===== src/rtl/imm_sequencer.sv =====
// rtl/imm_sequencer.sv - Expands a 32-bit constant into MOV/MOVM/MOVT words; IMM_SEQ_ZERO_SKIP_EN drops zero-field words.
module imm_sequencer (
    input  logic        clk,
    input  logic        reset,
    input  logic        in_valid,
    output logic        in_ready,
    input  logic [31:0] in_const,
    input  logic [3:0]  in_rd,
    output logic        out_valid,
    input  logic        out_ready,
    output logic [23:0] out_instr,
    output logic [1:0]  out_immsrc,
    output logic        out_is_movt,
    output logic        out_is_movm,
    output logic        out_last
);

    typedef enum logic [1:0] {IDLE, S_MOV, S_MOVM, S_MOVT} state_t;

    state_t      state, state_next;
    logic [31:0] const_q, const_next;
    logic [3:0]  rd_q, rd_next;
    logic        skip_m, skip_h;

    logic        in_ready_next;
    logic        valid_next;
    logic [23:0] instr_next;
    logic [1:0]  immsrc_next;
    logic        movt_next;
    logic        movm_next;
    logic        last_next;

`ifdef IMM_SEQ_ZERO_SKIP_EN
    // MOV clears the upper bits, so a zero middle/high field needs no word
    assign skip_m = (const_next[19:12] == 8'd0);
    assign skip_h = (const_next[31:20] == 12'd0);
`else
    assign skip_m = 1'b0;
    assign skip_h = 1'b0;
`endif

    always_comb begin
        state_next = state;
        const_next = const_q;
        rd_next    = rd_q;
        case (state)
            IDLE: begin
                if (in_valid) begin
                    const_next = in_const;
                    rd_next    = in_rd;
                    state_next = S_MOV;
                end
            end
            S_MOV: begin
                if (out_ready) begin
                    if (!skip_m)      state_next = S_MOVM;
                    else if (!skip_h) state_next = S_MOVT;
                    else              state_next = IDLE;
                end
            end
            S_MOVM: begin
                if (out_ready) state_next = skip_h ? IDLE : S_MOVT;
            end
            S_MOVT: begin
                if (out_ready) state_next = IDLE;
            end
            default: state_next = IDLE;
        endcase
    end

    // Output words are computed for the state being entered and then registered
    always_comb begin
        in_ready_next = (state_next == IDLE);
        valid_next    = 1'b0;
        instr_next    = 24'd0;
        immsrc_next   = 2'b00;
        movt_next     = 1'b0;
        movm_next     = 1'b0;
        last_next     = 1'b0;
        case (state_next)
            S_MOV: begin
                valid_next  = 1'b1;
                immsrc_next = 2'b11;
                instr_next  = {8'd0, rd_next, const_next[11:0]};
                last_next   = skip_m && skip_h;
            end
            S_MOVM: begin
                valid_next  = 1'b1;
                immsrc_next = 2'b11;
                instr_next  = {8'd0, rd_next, 4'd0, const_next[19:12]};
                movm_next   = 1'b1;
                last_next   = skip_h;
            end
            S_MOVT: begin
                valid_next  = 1'b1;
                immsrc_next = 2'b11;
                instr_next  = {8'd0, rd_next, const_next[31:20]};
                movt_next   = 1'b1;
                last_next   = 1'b1;
            end
            default: begin
                valid_next = 1'b0;
            end
        endcase
    end

    always_ff @(posedge clk) begin
        if (reset) begin
            state       <= IDLE;
            const_q     <= 32'd0;
            rd_q        <= 4'd0;
            in_ready    <= 1'b1;
            out_valid   <= 1'b0;
            out_instr   <= 24'd0;
            out_immsrc  <= 2'b00;
            out_is_movt <= 1'b0;
            out_is_movm <= 1'b0;
            out_last    <= 1'b0;
        end else begin
            state       <= state_next;
            const_q     <= const_next;
            rd_q        <= rd_next;
            in_ready    <= in_ready_next;
            out_valid   <= valid_next;
            out_instr   <= instr_next;
            out_immsrc  <= immsrc_next;
            out_is_movt <= movt_next;
            out_is_movm <= movm_next;
            out_last    <= last_next;
        end
    end

endmodule


===== config.mk =====
export PLATFORM = sky130hd
export DESIGN_NAME = imm_sequencer
export DESIGN_NICKNAME = d
export VERILOG_FILES = /design/src/rtl/imm_sequencer.sv
export SDC_FILE = /design/constraint.sdc
export NUM_CORES = 1
export LEC_CHECK = 0
export BUFFER_PORTS_ARGS = -buffer_cell sky130_fd_sc_hd__buf_2
export CAP_MARGIN = 20
export CORE_ASPECT_RATIO = 1.2
export CORE_MARGIN = 3
export CORE_UTILIZATION = 51
export CTS_BUF_LIST = sky130_fd_sc_hd__clkbuf_16
export DETAILED_ROUTE_END_ITERATION = 7
export PLACE_DENSITY = 0.85
export SETUP_SLACK_MARGIN = 0.2
export SYNTH_ARGS = -nofsm -noshare
export SYNTH_HDL_FRONTEND = slang
export SYNTH_SLANG_ARGS = --single-unit

===== constraint.sdc =====
create_clock -name clk -period 1.8 [get_ports clk]
set_input_delay 0.27 -clock clk [delete_from_list [all_inputs] [get_ports clk]]
set_output_delay 0.27 -clock clk [all_outputs]
set_load 0.05 [all_outputs]

==> results.cfg, run 1 <==
[run_status]
outcome = finished clean

[grt]
grt_max_degree = 29
grt_usage = 0.208
grt_pass1_wl_mm = 9.16
antenna_found_initial = 0
grt-ovfl-total = 0
grt_pass1_vias = 2014

[floorplan]
num_rows = 26
dieWidth_microns = 69.2
core_area_sq_um = 4420
die-area_sq_um = 5660
io_pins = 71
start_util = 0.552
die_h_microns = 81.8

[detailed_routing]
vias_per_cell = 5.25
drc_errors = 0
wirelength_mm = 5.45
vias = 2079
drt.antenna.violating_nets = 0
first_iter_violations = 143
avgRoutedWirePerCell_microns = 13.8
firstDrtPassIters = 5

[critical_path]
crit_path_start_kind = flip-flop
cp.arrival_ns = 1.68
cp_max_fo = 13
endpoint_kind = flip-flop
critical_path_class = reg2reg
required_ns = 2.02

[finish]
syn_to_final_growth_pct = 23.9
fillers = 363
drive_above_1_share = 0.279
nets = 376
diodes = 0
final_common_cell = nand2_1
stdcell_area_sq_um = 3030
postLayoutCoreUtil = 0.684
final_cell_mix = nand2_1, buf_2, dfxtp_1, a21oi_1, nor2_1

[yosys]
async_flop_share = 0
syn_area_per_cell_sq_um = 8.72
syn_inst = 280
ys_types = 30
synth_warnings = 0
syn_area_sq_um = 2440
yosysSeqAreaShare = 0.475
synth_top_flop_cell = dfxtp_1
ys_ff_latch = 58
synth_edf_count = 0

[sta]
setup_tns_ns = 0
max_freq_mhz = 685
slew_headroom = 0.611
finClkSkew_ns = 0.00684
rsz0062_at_grt = no
finalHoldViolCount = 0
worst_pin_slew_ns = 0.578
worst_slack_ns = 0.340
finalCritPeriodShare = 0.811
drv_slew = 0
finalSetupViolCount = 0
fin_crit_ns = 1.46

[cts]
cts.clk_slew.worst_paths_ns = 0.05
worstSkewPairLatency_ns = 0.32
cts_tree = yes
cts.path.max_buffers = 2
cts_root_buf = clkbuf_16
clock-sinks = 58
post_cts_buffers = 0
numCtsBuffers = 9
htreeDepth = 3

[placement]
post_dp_cell_area_sq_um = 2710
gp_congestion = 0.844
portBuffers = 62
dp_hpwl_mm = 3.82
pre_cts_ws_ns = 0.273

[run]
drv_cap = 0

[power]
p_leak_uw = 0.00133
peakVddDrop_mv = 0.713
power_density_nw_per_um2 = 1230

[min_path]
hold_path.class = in2reg
[final timing paths]
check / start / end / slack, ns / cells after the start
min reg2reg: const_q[31] / out_instr[11] / 0.45 / 2
max reg2reg: state[0] / out_instr[4] / 0.34 / 5
max: state[0] / out_instr[4] / 0.34 / 5
min: in_const[12] / const_q[12] / 0.18 / 3
[Yosys cell counts (5+ instances only)]
library cell,n,share of area
a21oi_1,28,0.057
a22oi_1,5,0.015
buf_2,8,0.016
buf_4,14,0.043
clkbuf_1,5,0.0077
dfxtp_1,58,0.48
mux2i_1,17,0.070
nand2_1,66,0.10
nand4b_1,5,0.018
nor2_1,26,0.040
o21a_1,5,0.015
o221ai_1,5,0.018
[final cells by class]
cell class	count	area, sq um	share of cell area
Inverter	1	3.75	0.00124
Timing Repair Buffer	71	394	0.130
Multi-Input combinational cell	195	1090	0.359
Tap cell	56	70.1	0.0232
Sequential cell	58	1160	0.384
Clock inverter	6	82.6	0.0273
Clock buffer	9	225	0.0744
[where the power goes]
group          total [uW]  internal [uW]  leakage [uW]  switching [uW]
registers            1430           1370      0.000476            50.9
clock network        1760           1190      0.000151             565
logic                 548            186      0.000699             362
total                3730           2750       0.00133             977
[cells by family after synthesis]
group,after synthesis,synth area share
and+or+nand+nor,109,0.200
DFF,58,0.475
AOI/OAI and AO/OA,56,0.142
buffers and inverters,34,0.0902
muxes,20,0.0835
xor gates and xnor gates,2,0.00717
other,1,0.00154
[per-layer routing]
layer  routed length, microns  part of all wire  up-vias  GRT usage
li1                         -                 -     1034          -
met1                     2210              0.40      967      0.231
met2                     2800              0.51       68      0.362
met3                      312             0.057       10     0.0563
met4                      130             0.024        0      0.119
met5                        0                 0        -          0
[worst max-delay path: stages (launching register included)]
cell and delay (ns):
dfxtp_2 0.35, buf_4 0.19, nor3_1 0.17, a311o_1 0.39, inv_2 0.13, o21a_1 0.12
[through the flow]
| step | std cells | total power, uW | hold WS, ns |
|---|---|---|---|
| global route | 396 | 3880 | 0.187 |
| finish | 396 | 3730 | 0.184 |
| floorplan | 287 | 1880 | 0.406 |
| CTS | 396 | 3740 | 0.177 |
| detailed placement | 381 | 1990 | 0.441 |
| global placement | 381 | 1980 | 0.439 |
[state kept, by name (all words and copies together) (netlist names)]
register     count
out_last         1
in_ready         1
const_q         32
out_is_movm      1
state            2
out_instr       16
out_immsrc       1
rd_q             4
[what timing repair did]
item	4_1_cts	5_1_grt
setup endpoints to repair	0	31
hold buffers	0	0
resized for setup	0	3
Power figures use the tool's default switching activity.
==> inputs of run 2 (changes only) <==
==> constraint.sdc (replaced) <==
create_clock -name clk -period 1.4 [get_ports clk]
set_input_delay 0.21 -clock clk [delete_from_list [all_inputs] [get_ports clk]]
set_output_delay 0.21 -clock clk [all_outputs]
set_load 0.05 [all_outputs]
==> results.cfg, run 2 (synthesized netlist as in run 1, its figures left out) <==
[power]
combPwrFrac = 0.184
power_density_nw_per_um2 = 1450
peakVddDrop_mv = 1.40
power.share.sequential = 0.390
switching_share = 0.271
pwr-share-clk = 0.426
p_leak_uw = 0.00141
p_switching_uw = 1280
p_int_uw = 3440

[sta]
setup_tns_ns = 0
rsz0062_at_grt = yes
max_freq_mhz = 743
finalCritPeriodShare = 0.962
finalHoldViolCount = 0
fin_crit_ns = 1.35
finalSetupViolCount = 0
finClkSkew_ns = 0.00436
drv_slew = 0
worst_slack_ns = 0.0539

[critical_path]
required_ns = 1.61
cp.arrival_ns = 1.55
cp_cell_sequence = nor2b_4, nor2b_4, buf_6, mux2i_4, o21ai_1
cpMaxStageDelayCell = dfxtp_2
crit_top_cell = nor2b_4
path_delay_family = simple AND/OR/NAND/NOR gates
critPathBufInv = 1
slowest_delay_ns = 0.34
cp_max_fo = 4
endpoint_kind = flip-flop
ff2ff_setup_slack_ns = 0.05
crit_path_start_kind = flip-flop
critical_path_class = reg2reg

[finish]
syn_to_final_growth_pct = 33.5
largest-register = const_q
finalNonFillerCells = 413
stdcell_area_sq_um = 3260
final_cell_mix = nand2_1, buf_2, dfxtp_1, nor2_1, a21oi_1
nets = 393
drive_above_1_share = 0.361
largest_reg_flops = 32
final_common_cell = nand2_1
diodes = 0
top_regs = const_q x32, out_instr x16, rd_q x4

[grt]
grt_pass1_vias = 2064
grt-ovfl-total = 0
grt_usage = 0.215
grt_max_degree = 30
grt_pass1_wl_mm = 9.52
antenna_found_initial = 0

[placement]
portBuffers = 62
pre_cts_ws_ns = 0.0113
placed_cells = 391
post_dp_cell_area_sq_um = 2800
dp_hpwl_mm = 4.05
gp_congestion = 0.875

[detailed_routing]
avgRoutedWirePerCell_microns = 15.3
drc_errors = 0
first_iter_violations = 200
drt.antenna.violating_nets = 0
vias = 2245
firstDrtPassIters = 6
wirelength_mm = 6.31
vias_per_cell = 5.44

[cts]
numCtsBuffers = 9
cts.path.max_buffers = 2
cts_tree = yes
clock-sinks = 58
htreeDepth = 3
cts.clk_slew.worst_paths_ns = 0.05
cts_root_buf = clkbuf_16
worstSkewPairLatency_ns = 0.32

[min_path]
hold_path.class = in2reg

[floorplan]
dieWidth_microns = 69.2
die_h_microns = 81.8
num_rows = 26
start_util = 0.552
io_pins = 71
core_area_sq_um = 4420
die-area_sq_um = 5660

[run_status]
outcome = finished clean

[run]
drv_cap = 0
run 2: cell types whose count changed in the layout (fill, tap and decap cells not counted), sizes merged:
cell,delta
buf,+16
clkinvlp,-1
inv,+1
bufinv,-1
clkinv,+1
clkbuf,+1
run 2: layer usage:
layer | up-vias | global-route usage | wire, microns
met5 | - | 0 | 0
li1 | 1080 | - | -
met4 | 0 | 0.113 | 154
met3 | 18 | 0.0428 | 455
met2 | 108 | 0.357 | 3020
met1 | 1039 | 0.267 | 2680
run 2: final cells by class:
type | instances | area, sq um
Clock buffer | 9 | 225
Clock inverter | 6 | 50.0
Fill cell | 317 | 1160
Inverter | 1 | 3.75
Multi-Input combinational cell | 195 | 1200
Sequential cell | 58 | 1170
Tap cell | 56 | 70.1
Timing Repair Buffer | 88 | 546
run 2: worst reg2reg max path: stages, from the launching register on:
cell and delay (ns):
dfxtp_2 0.34, nor2b_4 0.12, nor2b_4 0.28, buf_6 0.17, mux2i_4 0.24, o21ai_1 0.09
run 2: repair_timing:
item,4_1_cts,5_1_grt
setup buffers,4,2
cloned,1,0
hold endpoints to repair,0,0
resized for setup,15,18
endpoints found under the setup margin,55,53
hold buffers,0,0
pin swaps,2,3
run 2: power groups by stage:
stage | clock network, uW | logic [uW] | registers (uW)
6_report | 2010 | 869 | 1840
5_1_grt | 2090 | 927 | 1850
2_1_floorplan | 0 | 465 | 1960
4_1_cts | 2020 | 808 | 1840
3_3_place_gp | 0 | 734 | 1860
3_5_place_dp | 0 | 746 | 1860
run 2: final timing paths:
path / to / cells past startpoint / from
max: out_instr[10] / 5 / state[0]
min reg2reg: const_q[3] / 2 / const_q[3]
min: const_q[15] / 3 / in_const[15]
max reg2reg: out_instr[10] / 5 / state[0]
run 2: through the flow:
stage / total power (uW) / util / hold WS, ns
6_report: 4720 / 0.737 / 0.136
5_1_grt: 4870 / 0.737 / 0.145
4_1_cts: 4660 / 0.718 / 0.128
3_5_place_dp: 2610 / 0.633 / 0.446
3_3_place_gp: 2590 / 0.633 / 0.442
2_1_floorplan: 2420 / - / 0.346
